==> src/rtl/bram_row_fetcher_pkg.sv <==
// Shared types and constants for the BRAM row fetcher.
// Define BRAM_OUTREG_EN when the BRAM output register is enabled (read latency 2).
package bram_row_fetcher_pkg;

  typedef enum logic [1:0] {IDLE, FETCH, DRAIN, DONE} fetch_state_t;

  localparam int DEF_REG_WIDTH   = 16;
  localparam int DEF_MATRIX_SIZE = 4;
  localparam int DEF_ADDR_WIDTH  = 8;

`ifdef BRAM_OUTREG_EN
  localparam int RD_LAT = 2;
`else
  localparam int RD_LAT = 1;
`endif

endpackage

==> src/rtl/bram_row_fetcher_rd_valid_pipe.sv <==
// Issue-valid shift register, LAT deep: vld_out marks the cycle read data is valid.
module rd_valid_pipe #(
  parameter int LAT = 1
) (
  input  logic clk,
  input  logic reset,
  input  logic issue,
  output logic vld_out,
  output logic in_flight
);

  logic [LAT:1] vld_pipe;

  generate
    if (LAT == 1) begin : g_lat1
      always_ff @(posedge clk) begin
        if (reset) vld_pipe <= '0;
        else       vld_pipe <= issue;
      end
    end else begin : g_latn
      always_ff @(posedge clk) begin
        if (reset) vld_pipe <= '0;
        else       vld_pipe <= {vld_pipe[LAT-1:1], issue};
      end
    end
  endgenerate

  assign vld_out   = vld_pipe[LAT];
  assign in_flight = |vld_pipe;

endmodule

==> src/rtl/bram_row_fetcher.sv <==
// Fetches MATRIX_SIZE consecutive BRAM rows per start and presents each as a one-cycle row_valid.
// Read latency follows BRAM_OUTREG_EN (see bram_row_fetcher_pkg).
module bram_row_fetcher
  import bram_row_fetcher_pkg::*;
#(
  parameter int REG_WIDTH   = DEF_REG_WIDTH,
  parameter int MATRIX_SIZE = DEF_MATRIX_SIZE,
  parameter int BRAM_DEPTH  = MATRIX_SIZE * REG_WIDTH,
  parameter int ADDR_WIDTH  = DEF_ADDR_WIDTH
) (
  input  logic                  clk,
  input  logic                  reset,
  input  logic                  start,
  input  logic [ADDR_WIDTH-1:0] base_addr,
  input  logic                  hold,
  output logic                  bram_en,
  output logic [ADDR_WIDTH-1:0] bram_addr,
  input  logic [BRAM_DEPTH-1:0] bram_dout,
  output logic [BRAM_DEPTH-1:0] row_data,
  output logic                  row_valid,
  output logic                  busy,
  output logic                  done
);

  localparam int KW = $clog2(MATRIX_SIZE) + 1;
  localparam logic [KW-1:0] K_LAST = KW'(MATRIX_SIZE - 1);

  fetch_state_t          state;
  logic [ADDR_WIDTH-1:0] base_q;
  logic [KW-1:0]         k;
  logic                  issue, pipe_out, in_flight;

  // hold gates the read in the same cycle so a paused issue never reaches the BRAM
  assign issue     = (state == FETCH) && !hold;
  assign bram_en   = issue;
  assign bram_addr = base_q + ADDR_WIDTH'(k);
  assign busy      = (state != IDLE);

  rd_valid_pipe #(.LAT(RD_LAT)) u_rd_valid_pipe (
    .clk       (clk),
    .reset     (reset),
    .issue     (issue),
    .vld_out   (pipe_out),
    .in_flight (in_flight)
  );

  always_ff @(posedge clk) begin
    if (reset) begin
      state     <= IDLE;
      base_q    <= '0;
      k         <= '0;
      row_data  <= '0;
      row_valid <= 1'b0;
      done      <= 1'b0;
    end else begin
      row_valid <= pipe_out;
      if (pipe_out) row_data <= bram_dout;
      done <= 1'b0;
      case (state)
        IDLE: if (start) begin
          base_q <= base_addr;
          k      <= '0;
          state  <= FETCH;
        end
        FETCH: if (!hold) begin
          k <= k + KW'(1);
          if (k == K_LAST) state <= DRAIN;
        end
        // pipe empty means the final capture happened on the previous edge
        DRAIN: if (!in_flight) begin
          state <= DONE;
          done  <= 1'b1;
        end
        DONE:    state <= IDLE;
        default: state <= IDLE;
      endcase
    end
  end

endmodule

==> config.mk <==
export PLATFORM = sky130hd
export DESIGN_NAME = bram_row_fetcher
export DESIGN_NICKNAME = d
export VERILOG_FILES = /design/src/rtl/bram_row_fetcher_pkg.sv /design/src/rtl/bram_row_fetcher_rd_valid_pipe.sv /design/src/rtl/bram_row_fetcher.sv
export SDC_FILE = /design/constraint.sdc
export NUM_CORES = 1
export LEC_CHECK = 0
export CAP_MARGIN = 5
export CORE_MARGIN = 4
export CORE_UTILIZATION = 45
export CTS_BUF_LIST = sky130_fd_sc_hd__clkbuf_8
export DETAILED_ROUTE_END_ITERATION = 7
export HOLD_SLACK_MARGIN = 0.03
export PLACE_DENSITY = 0.87
export SLEW_MARGIN = 25
export SYNTH_ARGS = -nofsm -noshare
export SYNTH_HDL_FRONTEND = slang
export SYNTH_SLANG_ARGS = --single-unit
==> constraint.sdc <==
create_clock -name clk -period 5.2 [get_ports clk]
set_clock_uncertainty 0.1 [all_clocks]
set_input_delay 1.3 -clock clk [delete_from_list [all_inputs] [get_ports clk]]
set_output_delay 1.3 -clock clk [all_outputs]
set_load 0.05 [all_outputs]
* Yosys cells after proc, flatten, opt, wreduce, memory -nomap -nowiden
Index checks and enable logic that the tools add are counted.
** Operators by class
- Equal/unequal tests :: 8
- Bitwise operators :: 1
- Multiplexer cells :: 9
- $add $sub $neg :: 2
- Reduce and logical (&&, ||, !) cells :: 9
** Operator list (count)
- 8-bit by 3-bit adder with 8-bit output :: 1
- 2-bit two-way mux :: 4
- 2-bit case mux with 4 select lines :: 1
- 3-bit two-way mux :: 2
- 2-bit inequality test, second input constant :: 3
- 3-bit case mux with 2 select lines :: 1
- 2-bit == test, second input constant :: 2
- 4-bit AND reduction :: 1
- 2-bit nonzero test :: 2
- 3-bit by 1-bit adder with 3-bit output, second input constant :: 1
- 3-bit by 2-bit == test with 1-bit output, second input constant :: 1
- 3-bit AND reduction :: 1
- 2-bit by 1-bit == test with 1-bit output, second input constant :: 1
- 2-bit zero test :: 1
- 2-bit by 1-bit inequality test with 1-bit output, second input constant :: 1
- 2-bit AND reduction :: 1
- 2-bit OR reduction :: 1
- 1-bit logical AND :: 1
- 1-bit zero test :: 1
- 1-bit two-way mux :: 1
- 1-bit inverter :: 1
** Storage, ports and cells
- Register bits after elaboration :: 80
- Word-level logic and storage cells :: 36
- Input bits :: 76

* Longest topological paths before layout
- Depth in word-level cells :: 4
- Mapped depth :: 7
- Mapped depth without buffers :: 7

* Hierarchy
Synthesis repeated with hierarchy kept, for this count alone.
** Unflattened totals
- Cells, all modules :: 315
- Area total of the unflattened synthesis :: 3169.3 µm²
** Modules (own cells, without submodules)
- bram_row_fetcher :: instances 1, area each 3128.0 µm², cells each 312, sequential area each 1581.5 µm²
- rd_valid_pipe :: instances 1, area each 41.3 µm², cells each 3, sequential area each 20.0 µm²

* Least setup slack after synthesis
Ideal clock, no wire load.
- Kind :: reg2out
- From :: register k[0]
- To :: output bram_addr[6]
- Arrival time :: 2063 ps
- Buffers on the path :: 0
- Data required time :: 3800 ps
- Setup slack :: 1737 ps
- Stages on the path, launching flop included :: 7
- Path through :: dfxtp_1 ha_1 inv_1 fa_1 nor2b_1 o2111ai_1 xnor2_1
** Between the ends
- Longest elaborated chain between the ends :: 1
** RTL lines
- start, declared :: line bram_row_fetcher.sv:30 : logic [KW-1:0] k;
- start signal, assigned :: line bram_row_fetcher.sv:66 : k <= k + KW'(1);
- 8-bit by 3-bit adder with 8-bit output :: line bram_row_fetcher.sv:36 : assign bram_addr = base_q + ADDR_WIDTH'(k);
- end, declared :: line bram_row_fetcher.sv:17 : output logic [ADDR_WIDTH-1:0] bram_addr,
No other way between the ends.

* Worst setup path in the final report
- From :: input hold
- To :: output bram_en
** Between the ends
- Longest elaborated chain between the ends :: 2
** RTL lines
- start, declared :: line bram_row_fetcher.sv:15 : input logic hold,
- 1-bit zero test
- 1-bit logical AND :: line bram_row_fetcher.sv:34 : assign issue = (state == FETCH) && !hold;
- end, declared :: line bram_row_fetcher.sv:16 : output logic bram_en,
No other way between the ends.

==> metrics.md <==
| Metric | Value |
|---|---|
| Final Critical Period | 4.327 ns |
| Outcome | completed |
| Max cap viols | 0 |
| Final Hold Vio Count | 0 |
| Critical path endpoint category | output port |
| Initial antenna violation count | 0 |
| Required @ worst endpoint | 3.80 ns |
| Period utilisation layout | 0.8321 |
| WP data arrival | 2.93 ns |
| DR top layer | met4 |
| Crit start category | input port |
| Post-synth top cells | dfxtp_1 (80), nor2_1 (70), mux2i_1 (65) |
| Power Density | 381.7 nW/µm² |
| GP Congestion | 0.7998 |
| Ys flop type | dfxtp_1 |
| Row count | 30 |
| VDD IR max | 0.2165 mV |
| Met3 WL | 731 µm |
| Initial Util | 0.4657 |
| Vias | 2686 |
| Synth area leaders | dfxtp_1 (51%), mux2i_1 (21%), nor2_1 (8.3%) |
| Die span in x | 91.86 µm |
| Syn Area/Cell | 10.08 µm² |
| Cell Int Power | 1185 µW |
| Register area share after synthesis | 0.5061 |
| Synth unique cells | 31 |
| Final Setup Violations | 0 |
| Yosys reg bits | 80 |
| Die ar. | 8437 µm² |
| CTS tree | built |
| Clock share of power | 0.242 |
| Cells along the critical path | clkdlybuf4s50_1 > nand2b_1 > inv_1 > clkdlybuf4s50_1 |
| GRT Total Usage | 0.1920 |
| Clock Path Buffers | 2 |
| First-pass GRT wire length | 12940 µm |
| CTS clk-pin slew, worst paths | 0.07 ns |
| CTS root buf | clkbuf_8 |
| Most common cell on crit path | clkdlybuf4s50_1 |
| Worst-Margin Slew | 0.7522 ns |
| Drt total wl | 8109 µm |
| Max Slew Vio Count | 0 |
| Area of the core | 6794 µm² |
| Kind of critical path | input port to output port |
| Async set-reset flop share out of synthesis | 0 |
| Setup TNS Final | 0 ns |
| H-tree Lvls | 3 |
| Hold Buf Count CTS | 0 |
| Remaining DRCs | 0 |
| Grt total ovfl | 0 |
| Worst path bufs/invs | 3 |
| Sink Count | 80 |
| Met2 routed WL | 3945 µm |
| Most numerous cell in the Yosys netlist | dfxtp_1 |
| Cts repair resizes | 0 |
| DP HPWL | 6086 µm |
| Relative slew slack | 0.4985 |
| Fin nets | 544 |
| Pre-Repair DR Iteration Count | 4 |
| Worst-Skew Late Latency | 0.33 ns |
| Synth area leader | dfxtp_1 |
| Slowest cell on the critical path | clkdlybuf4s50_1 |
| Antenna viol nets, final | 0 |
| Unrepaired setup endpoints after global routing | no |
| Port bufs | 151 |
| Sequential Power Share | 0.393 |
| P_sw | 684.8 µW |
| Sw Share | 0.3661 |
| Share of the synthesized area in the top cell type | 0.5061 |
| Synthesized Nets | 399 |
| Yosys warning count | 0 |
| Pleak | 0.001778 µW |
| Hold/Removal Path Class | flip-flop to flip-flop |
| Max Fclk | 0.2311 GHz |
| Post-synth EDFFs | 0 |
| IO Pins | 152 |
| Delay-heaviest family, CP | buffers and inverters |
| Gate power share | 0.365 |
| CTS buffer count | 9 |
| Diode count | 0 |
| Share of layout cells above drive strength 1 | 0.04741 |
| Initial DRC Count | 90 |
| Largest net degree at the start of global routing | 43 |
| Fillers | 523 |
| Worst path max stage delay | 0.81 ns |
| Die H | 91.86 µm |
| Via density | 4.796 |
| Routed len/inst | 14.48 µm |
| PnR worst setup slack | 0.8731 ns |
| CP Max Fanout | 4 |
| Vias in the first global route | 2733 |
| Pre-CTS WS | 0.8935 ns |
| Synth Cell Area | 3164 µm² |
| Flop2flop setup slack | 3.42 ns |
| Layout area overhead | 54.84% |
| Post-synthesis cell count | 314 |
| M1 WL | 3203 µm |
| Number of post-CTS setup repair buffers | 0 |
## per-stage QoR
step,hold WS (ns),util,std cells,power (µW),area [µm²]
6_report,0.3663,0.7212,560,1870,4900
5_1_grt,0.3843,0.7212,560,1963,4900
4_1_cts,0.3645,0.7212,560,1886,4900
3_5_place_dp,0.3546,0.6921,544,1434,4702
3_3_place_gp,0.3511,0.6891,543,1415,4682
2_1_floorplan,0.3406,-,314,1217,3164
## cell type report
cell class                      instances  area (µm²)  area share
Timing Repair Buffer                  153        1534      0.3131
Tap cell                               96       120.1     0.02451
Inverter                               10       37.54    0.007661
Clock buffer                           10       137.6     0.02809
Clock inverter                          6       60.06     0.01226
Multi-Input combinational cell        205        1405      0.2868
Sequential cell                        80        1605      0.3276
## cell usage in the layout, fill, tap and decap left out, types with 3 or more instances in the layout
master	instances
clkdlybuf4s50_1	150
dfxtp_1	79
nor2_1	70
mux2i_1	65
nand2_1	14
a21oi_1	11
inv_1	10
clkbuf_8	10
nand3_1	8
ha_1	8
nor2b_1	4
xnor2_1	4
o21ai_0	3
## state kept, by name (all words and copies together) (netlist names)
signal,count
row_data,64
row_valid,1
base_q,8
u_rd_valid_pipe.in_flight,1
k,3
done,1
state,2
## layer usage
metal | vias to the layer above | global-route usage
li1 | 1336 | -
met5 | - | 0
met1 | 1226 | 0.2048
met2 | 107 | 0.3291
met3 | 17 | 0.08450
met4 | 0 | 0.08168
## cells by family after synthesis
logic type | count (synthesis) | synth area share
DFF | 80 | 0.5061
buffers and inverters | 29 | 0.04982
muxes | 65 | 0.2056
adders and majority gates | 9 | 0.03796
AOI/OAI and AO/OA | 22 | 0.05022
xor gates and xnor gates | 6 | 0.01661
and+or+nand+nor | 103 | 0.1337
## worst reg2reg max path: stages, from the launching register on
cell and delay (ns):
dfxtp_1 0.34, inv_1 0.09, ha_1 0.37, nand2b_1 0.21
nand2_1 0.10, a222oi_1 0.37, nor2_1 0.07
## power by group through the flow
stage               clock network, µW  logic (µW)  registers [µW]
detailed placement                  0         686             749
finish                            452         683             735
CTS                               462         689             735
global route                      489         729             745
global placement                    0         652             763
floorplan                           0         354             863
## path summary, 6_finish.rpt
kind | startpoint | end | cells after the start
max | hold | bram_en | 4
min | base_q[2] | base_q[2] | 2
max reg2reg | state[0] | k[2] | 6
min reg2reg | base_q[2] | base_q[2] | 2
Power figures use the tool's default switching activity.
